--- src/rtl/digit_serial_adder_pkg.sv ---
// Shared definitions for the digit-serial adder: FSM state encoding and
// digit/counter sizing helpers.
package digit_serial_adder_pkg;

  typedef enum logic [1:0] {
    IDLE = 2'd0,
    RUN  = 2'd1,
    DONE = 2'd2
  } state_t;

  function automatic int unsigned digits_of(input int unsigned width);
    return width / 2;
  endfunction

  // A single-digit adder still needs a 1-bit counter.
  function automatic int unsigned cnt_width(input int unsigned digits);
    return (digits > 1) ? $clog2(digits) : 1;
  endfunction

endpackage

--- src/rtl/digit_serial_adder_add2_slice.sv ---
// Combinational 2-bit adder slice with carry-in; one digit of the serial adder.
module add2_slice (
  input  logic [1:0] a,
  input  logic [1:0] b,
  input  logic       cin,
  output logic [1:0] s,
  output logic       cout
);

  logic [2:0] sum;

  assign sum  = {1'b0, a} + {1'b0, b} + {2'b00, cin};
  assign s    = sum[1:0];
  assign cout = sum[2];

endmodule

--- src/rtl/digit_serial_adder.sv ---
// Multi-cycle adder: one 2-bit slice processes the operands LSB digit first.
// Optional signed-overflow output enabled by macro DIGIT_SERIAL_ADDER_OVF_EN.
module digit_serial_adder
  import digit_serial_adder_pkg::*;
#(
  parameter int unsigned WIDTH = 8
) (
  input  logic             clock,
  input  logic             reset,
  input  logic             start,
  input  logic [WIDTH-1:0] A,
  input  logic [WIDTH-1:0] B,
  output logic             busy,
  output logic             done,
  output logic [WIDTH-1:0] S,
  output logic             Cout
`ifdef DIGIT_SERIAL_ADDER_OVF_EN
  ,
  output logic             Ovf
`endif
);

  localparam int unsigned DIGITS = digits_of(WIDTH);
  localparam int unsigned CW     = cnt_width(DIGITS);

  state_t           state_q, state_d;
  logic [WIDTH-1:0] opa_q, opb_q;
  logic             carry_q;
  logic [CW-1:0]    cnt_q;

  logic             load, step, last;
  logic [1:0]       slice_s;
  logic             slice_cout;
  logic [WIDTH+1:0] s_shift;

  add2_slice u_slice (
    .a    (opa_q[1:0]),
    .b    (opb_q[1:0]),
    .cin  (carry_q),
    .s    (slice_s),
    .cout (slice_cout)
  );

  // New digit enters at the MSB end; written this way so WIDTH=2 needs no special case.
  assign s_shift = {slice_s, S};

  always_ff @(posedge clock) begin
    if (reset) state_q <= IDLE;
    else       state_q <= state_d;
  end

  always_comb begin
    state_d = state_q;
    load    = 1'b0;
    step    = 1'b0;
    last    = 1'b0;
    unique case (state_q)
      IDLE: begin
        if (start) begin
          load    = 1'b1;
          state_d = RUN;
        end
      end
      RUN: begin
        step = 1'b1;
        if (cnt_q == CW'(DIGITS - 1)) begin
          last    = 1'b1;
          state_d = DONE;
        end
      end
      DONE: begin
        if (start) begin
          load    = 1'b1;
          state_d = RUN;
        end else begin
          state_d = IDLE;
        end
      end
      default: state_d = IDLE;
    endcase
  end

  assign busy = (state_q == RUN);
  assign done = (state_q == DONE);

  always_ff @(posedge clock) begin
    if (reset) begin
      opa_q   <= '0;
      opb_q   <= '0;
      carry_q <= 1'b0;
      cnt_q   <= '0;
      S       <= '0;
      Cout    <= 1'b0;
`ifdef DIGIT_SERIAL_ADDER_OVF_EN
      Ovf     <= 1'b0;
`endif
    end else if (load) begin
      opa_q   <= A;
      opb_q   <= B;
      carry_q <= 1'b0;
      cnt_q   <= '0;
      S       <= '0;
    end else if (step) begin
      S       <= s_shift[WIDTH+1:2];
      carry_q <= slice_cout;
      opa_q   <= opa_q >> 2;
      opb_q   <= opb_q >> 2;
      cnt_q   <= cnt_q + CW'(1);
      if (last) begin
        Cout <= slice_cout;
`ifdef DIGIT_SERIAL_ADDER_OVF_EN
        // Carry into the MSB is recovered from the MSB sum bit, so the slice stays 2-bit.
        Ovf  <= (opa_q[1] ^ opb_q[1] ^ slice_s[1]) ^ slice_cout;
`endif
      end
    end
  end

endmodule

--- config.mk ---
export PLATFORM = sky130hd
export DESIGN_NAME = digit_serial_adder
export DESIGN_NICKNAME = d
export VERILOG_FILES = /design/src/rtl/digit_serial_adder_pkg.sv /design/src/rtl/digit_serial_adder_add2_slice.sv /design/src/rtl/digit_serial_adder.sv
export SDC_FILE = /design/constraint.sdc
export NUM_CORES = 1
export LEC_CHECK = 0
export ABC_AREA = 1
export CORE_ASPECT_RATIO = 1.75
export CORE_MARGIN = 2
export CORE_UTILIZATION = 44
export DETAILED_ROUTE_END_ITERATION = 12
export GPL_TIMING_DRIVEN = 0
export PLACE_DENSITY_LB_ADDON = 0.2
export SLEW_MARGIN = 20
export SYNTH_ARGS = -nofsm -noshare
export SYNTH_HDL_FRONTEND = slang
export SYNTH_SLANG_ARGS = --single-unit
--- constraint.sdc ---
create_clock -name clock -period 1.7 [get_ports clock]
set_clock_uncertainty 0.05 [all_clocks]
set_input_delay 0.255 -clock clock [delete_from_list [all_inputs] [get_ports clock]]
set_output_delay 0.255 -clock clock [all_outputs]
set_load 0.03 [all_outputs]
==> results.toml, run 1 <==
[sta]
maxSlewViolCount = 0
final-hold-violation-count = 0
relSlewSlack_pct = 79.3
max_freq_ghz = 0.607
fin_crit_ps = 1650
post-route-period-util_pct = 96.9
setup_viol_count_final = 0
rsz0062_at_grt = "no"
tightest_slew_ps = 309
fin_tns_setup_ps = 0

[detailed_routing]
viasPerCell = 4.66
wl_per_cell_um = 10.4
route.detailed.drc = 0
drtIter0Drc = 21
wl_mm = 2.77
dr_total_vias = 1244
ant_nets = 0
firstDrtPassIters = 4

[clocking]
htreeDepth = 2
worst_setup_hold_path_clk_slew_ps = 60
tritoncts = "built"
cts_buffers = 5
cts_sinks = 30
post-cts-setup-buffers = 0
clock-root-buffer = "clkbuf_8"
cts.hold.buffers_added = 0
clk_latency_ps = 280
clk_path_buf_depth = 2

[floorplanning]
fp.coreArea_um2 = 2960
start_util_pct = 46.6
num_rows = 26
die_w_um = 46.3
io_pins = 30
die-area_um2 = 3620
die_h_um = 78.1

[finish]
fin_area_um2 = 1800
antenna_cells = 0
layout.cells.non_filler = 267
final_nets = 246
post-route-util_pct = 60.9
areaGrowthSynthToFinish_pct = 30.7
layout-drive-gt1-share_pct = 13.3

[placement]
dp_hpwl_mm = 2.11
portBuffers = 28
place.gp.congestion = 0.760
dpl.cell_count = 259
placed_area_um2 = 1710

[synthesis]
netlist_area_um2 = 1380
syn_avg_cell_area_um2 = 7.30
ys_seq_elements = 30
syn_nets = 211
yosysUniqueCellTypes = 21
ys_seq_area_share_pct = 43.6
yosysWarnings = 0
synthCells = 189

[flow_run]
maxCapViolations = 0

[power]
clkPwrFrac_pct = 36.1
internal_power_mw = 1.19
swShare_pct = 26.4
switchingPower_mw = 0.426
comb_power_share_pct = 16.4
pwr_density_cell_nw_per_um2 = 896
seq_power_share_pct = 47.5
ir_worst_vdd_mv = 0.575
cellLeakagePower_nw = 0.791
total_power_mw = 1.61

[worst_hold_path]
hold_class = "input pin to flip-flop"
min_from = "reset"

[critical_path]
cp_max_fo = 2
crit_path_end_kind = "flip-flop"
crit_required_ps = 1860
crit_arrival_ps = 1810
ff2ff_setup_slack_ps = 50
cp-start-kind = "flip-flop"
startpoint = "carry_q"
r2r_start = "carry_q"
crit_type = "flip-flop to flip-flop"

[global_routing]
grt.overflow.total = 0
antenna_found_initial = 0
grt_usage_pct = 18.5
first_global_vias = 1196
grt_max_degree = 11
grt_first_pass_wirelength_mm = 4.82

[status]
status = "finished clean"
metal layers:
layer	wire, um	up-vias	share of wire, %	track usage [%]
met5	0	-	0	0
met3	130	7	4.7	5.75
li1	-	641	-	-
met2	1500	32	54	32.5
met1	1070	564	39	17.7
met4	69	0	2.5	9.71
layout by cell type (no fill, tap or decap):
master,Yosys,routed
buf_12,1,1
clkdlybuf4s50_1,0,26
a21oi_1,15,15
buf_4,1,1
dlygate4sd2_1,0,1
clkbuf_1,0,1
dfxtp_1,30,28
or2_0,2,2
inv_2,1,2
fa_2,0,1
buf_2,4,5
inv_4,1,1
dfxtp_2,0,2
a21oi_2,2,2
buf_6,3,3
xor2_1,1,1
o21ai_0,10,10
nand3_1,13,13
inv_1,27,26
nand2_2,3,3
nand2_1,47,47
clkbuf_8,0,6
nor2_1,23,23
ha_1,1,1
nand3_4,1,1
clkinv_2,1,2
fa_1,2,1
cells in the mapped netlist, drive strengths merged:
cell	count	area share (%)
xor2	1	0.64
dfxtp	30	44
buf	9	5.9
a21oi	17	6.7
clkinv	1	0.36
or2	2	0.91
fa	2	2.9
inv	29	8.1
ha	1	0.91
nor2	23	6.3
nand2	50	14
nand3	14	6.0
o21ai	10	3.6
worst max-delay path, cell delays in order, from the launching register on:
cell and delay, ps:
dfxtp_2 330, inv_1 60, fa_2 390, fa_1 420, or2_0 200, a21oi_1 140
state kept, by name, indices dropped and copies added, names as in the netlist:
| register | cells |
|---|---|
| S | 8 |
| opa_q | 8 |
| opb_q | 8 |
| cnt_q | 2 |
| state_q | 2 |
| Cout | 1 |
| carry_q | 1 |
timing repair:
| action | in CTS | in global routing |
|---|---|---|
| endpoints found under the setup margin | 3 | 3 |
| gates cloned | 0 | 0 |
| pin swaps | 0 | 3 |
| resized for setup | 6 | 4 |
cell type report:
cell class / instances / area, um2
clock inverter: 1 / 5.00
sequential: 30 / 603
multi-input combinational: 120 / 583
inverter: 30 / 116
buffer: 9 / 81.3
timing repair buffer: 28 / 274
fill: 285 / 1160
tap: 42 / 52.6
clock buffer: 7 / 86.3
final timing paths:
kind | end | cells past startpoint
max | S[7] | 5
min | Cout | 2
max reg2reg | S[7] | 5
min reg2reg | S[4] | 2
metrics by stage:
stage               hold slack, ps  setup slack, ps
finish                         200             53.4
global route                   218             8.84
CTS                            208             5.13
detailed placement             415             -116
global placement               401             -132
floorplan                      340             88.5
cells by family (layout without fill, tap and decap cells):
| kind of cell | after synthesis | after routing | synth area share [%] |
|---|---|---|---|
| adder cells (fa/ha/maj) | 3 | 3 | 3.81 |
| XOR/XNOR | 1 | 1 | 0.635 |
| buffers and inverters | 39 | 75 | 14.3 |
| AO/OA/AOI/OAI | 27 | 27 | 10.3 |
| flip-flops | 30 | 30 | 43.6 |
| AND/OR/NAND/NOR | 89 | 89 | 27.3 |
power by group through the flow:
| stage | Clock (mW) | Combinational, mW | Sequential [mW] |
|---|---|---|---|
| finish | 0.583 | 0.265 | 0.767 |
| floorplan | 0 | 0.177 | 0.781 |
| detailed placement | 0 | 0.268 | 0.781 |
| global placement | 0 | 0.262 | 0.779 |
| CTS | 0.594 | 0.270 | 0.766 |
| global route | 0.646 | 0.300 | 0.771 |
Note: power is estimated with default switching activity, not from simulation.
==> run 2, diff against run 1 <==
--- a/config.mk
+++ b/config.mk
@@ -5,10 +5,9 @@
 export SDC_FILE = /design/constraint.sdc
 export NUM_CORES = 1
 export LEC_CHECK = 0
-export ABC_AREA = 1
 export CORE_ASPECT_RATIO = 1.75
 export CORE_MARGIN = 2
-export CORE_UTILIZATION = 44
+export CORE_UTILIZATION = 43
 export DETAILED_ROUTE_END_ITERATION = 12
 export GPL_TIMING_DRIVEN = 0
 export PLACE_DENSITY_LB_ADDON = 0.2
==> run 2 against run 1 <==
Register-to-register slack better by 20 ps. Final area down 7.0%. Synthesized cell count down 28%. Sequential cell count unchanged. Utilization about the same. Critical path type unchanged. Largest power group unchanged. Non-clock buffer count up 3. Clock power up 19%. Hold slack better by 220 ps.
==> results.toml, run 2 <==
[finish]
layout-drive-gt1-share_pct = 14.5
final_cell_mix = "30 x dfxtp_1, 27 x clkdlybuf4s50_1, 19 x nand2_1"
fill_cells = 256
layout_commonest_cell = "dfxtp_1"
seq_area_um2 = 601
multiInputGateArea_um2 = 551
final_nets = 193
post-route-util_pct = 60.9
reg.largest.list = "S x8, opa_q x8, opb_q x8"
antenna_cells = 0
areaGrowthSynthToFinish_pct = 33.6
layout.cells.non_filler = 199

[sta]
maxSlewViolCount = 0
fin_crit_ps = 1630
relSlewSlack_pct = 68.9
max_freq_ghz = 0.613
rsz0062_at_grt = "no"
hold_ws_ps = 418
post-route-period-util_pct = 95.9
final-hold-violation-count = 0
tightest_slew_ps = 467
setup_viol_count_final = 0
fin_tns_setup_ps = 0

[critical_path]
worst-path-buf-inv = 1
crit_arrival_ps = 1760
cp_top_family = "adder cells"
cpMostUsedCell = "fa_1"
crit_type = "flip-flop to flip-flop"
crit_slowest_cell = "fa_1"
ff2ff_setup_slack_ps = 70
cp-start-kind = "flip-flop"
worst-r2r-cell-count = 4
crit_required_ps = 1830
r2r-end = "carry_q"
cp_max_fo = 2
cp_cell_sequence = "inv_1 > fa_1 > fa_1 > a211oi_1"
crit_path_end_kind = "flip-flop"
max_stage_delay_ps = 430
r2r_start = "opa_q[0]"

[clocking]
htreeDepth = 2
clk_latency_ps = 280
cts_buffers = 5
clk_path_buf_depth = 2
cts_sinks = 30
clock-root-buffer = "clkbuf_8"
worst_setup_hold_path_clk_slew_ps = 60
cts.hold.buffers_added = 0
tritoncts = "built"

[synthesis]
yosysUniqueCellTypes = 26
ys_seq_area_share_pct = 47.9
synthCells = 136
ys_seq_elements = 30
synth_ff_type = "dfxtp_1"
syn_avg_cell_area_um2 = 9.22
syn_nets = 158
synth_top_area_share_pct = 47.9
async_reset_ff_share_pct = 0
yosysWarnings = 0
synth.largest_area_cell = "dfxtp_1"
synth_area_leaders = "dfxtp_1 48%, nand2_1 5.7%, a311oi_2 4.8%"
ys_top_cells_by_count = "30 x dfxtp_1, 19 x nand2_1, 11 x nor3_1"
synth.most_common_cell = "dfxtp_1"
synth-edff-count = 0
netlist_area_um2 = 1250

[power]
swShare_pct = 24.1
switchingPower_mw = 0.415
seq_power_share_pct = 44.6
ir_worst_vdd_mv = 0.813
cellLeakagePower_nw = 0.602
comb_power_share_pct = 15.1
clkPwrFrac_pct = 40.3
internal_power_mw = 1.30
pwr_density_cell_nw_per_um2 = 1030

[global_routing]
antenna_found_initial = 0
grt.overflow.total = 0
grt_usage_pct = 19.7
grt_first_pass_wirelength_mm = 4.68
first_global_vias = 1064
grt_max_degree = 11

[floorplanning]
die_w_um = 44.8
die_h_um = 75.4
die-area_um2 = 3380
start_util_pct = 45.5
io_pins = 30
fp.coreArea_um2 = 2750
num_rows = 25

[detailed_routing]
drtIter0Drc = 44
viasPerCell = 5.31
firstDrtPassIters = 4
dr_total_vias = 1056
wl_per_cell_um = 13.9
route.detailed.drc = 0
wl_mm = 2.77
ant_nets = 0

[worst_hold_path]
min_from = "cnt_q[1]"
hold_class = "flip-flop to flip-flop"
hold_end = "cnt_q[1]"
min_path_cells = 2

[placement]
dpl.cell_count = 192
dp_hpwl_mm = 2.05
portBuffers = 29
place.gp.congestion = 0.745

[flow_run]
maxCapViolations = 0

[status]
status = "finished clean"
run 2: cell types whose count changed after synthesis, moves of 3 or more:
cell,previous run,this run
nand2_1,47,19
inv_1,27,5
nand2b_1,0,3
a311oi_1,0,3
a311oi_2,0,4
nand3_1,13,3
o21ai_0,10,0
nor3_1,0,11
o22ai_1,0,7
a21oi_1,15,10
a211oi_1,0,3
nor2_1,23,9
mux2i_1,0,3
run 2: final cells by class:
| type | instances | area share, % |
|---|---|---|
| plain buffers | 11 | 4.18 |
| multi-input cells | 88 | 32.9 |
| inverters | 6 | 1.64 |
| clock inverters | 1 | 1.79 |
| clock buffers | 7 | 4.56 |
| flip-flops and latches | 30 | 35.8 |
| repair buffers | 29 | 17.1 |
| well taps | 27 | 2.02 |
run 2: cells by family (layout without fill, tap and decap cells):
group	after synthesis	in the layout	share of synthesized area, %
adder cells (fa/ha/maj)	3	3	4.19
multiplexers	3	3	2.40
AND/OR/NAND/NOR	50	50	18.0
flip-flops	30	30	47.9
AO/OA/AOI/OAI	31	31	18.7
buffers and inverters	18	54	8.18
XOR/XNOR	1	1	0.699
run 2: per-stage QoR:
stage	cell area (um2)	setup slack [ps]	power, mW
finish	1680	69.7	1.72
global placement	1580	-154	1.04
detailed placement	1580	-164	1.05
floorplan	1250	201	0.949
CTS	1680	27.4	1.73
global route	1680	17.2	1.80
run 2: worst max-delay path by stage:
stage	end	depth (start not counted)	startpoint
final	carry_q	4	opa_q[0]
after global routing	carry_q	4	opa_q[0]
after CTS	busy	5	state_q[0]
after detailed placement	busy	5	state_q[0]
after global placement	busy	5	state_q[1]
after floorplan	S[7]	4	opa_q[0]
run 2: power by group through the flow:
stage / clock [mW] / combinational, mW / sequential (mW)
finish: 0.693 / 0.259 / 0.767
global route: 0.743 / 0.285 / 0.771
CTS: 0.704 / 0.264 / 0.766
detailed placement: 0 / 0.264 / 0.782
global placement: 0 / 0.258 / 0.780
floorplan: 0 / 0.164 / 0.785
run 2: repair_timing:
item	4_1_cts	5_1_grt
gates resized for setup	7	0
buffers inserted	0	0
endpoints found under the setup margin	2	1
run 2: metal layers:
metal	track usage, %	vias up	wire (um)
met5	0	-	0
met1	18.9	487	1090
li1	-	534	-
met2	37.2	30	1510
met4	10.8	0	68
met3	4.27	5	104
run 2: worst register-to-register path: cells and delay by family (launching register included):
family | cells | cell delay (ps)
adder cells (fa/ha/maj) | 2 | 860
buffers and inverters | 1 | 70
AO/OA/AOI/OAI | 1 | 250
flip-flops | 1 | 310
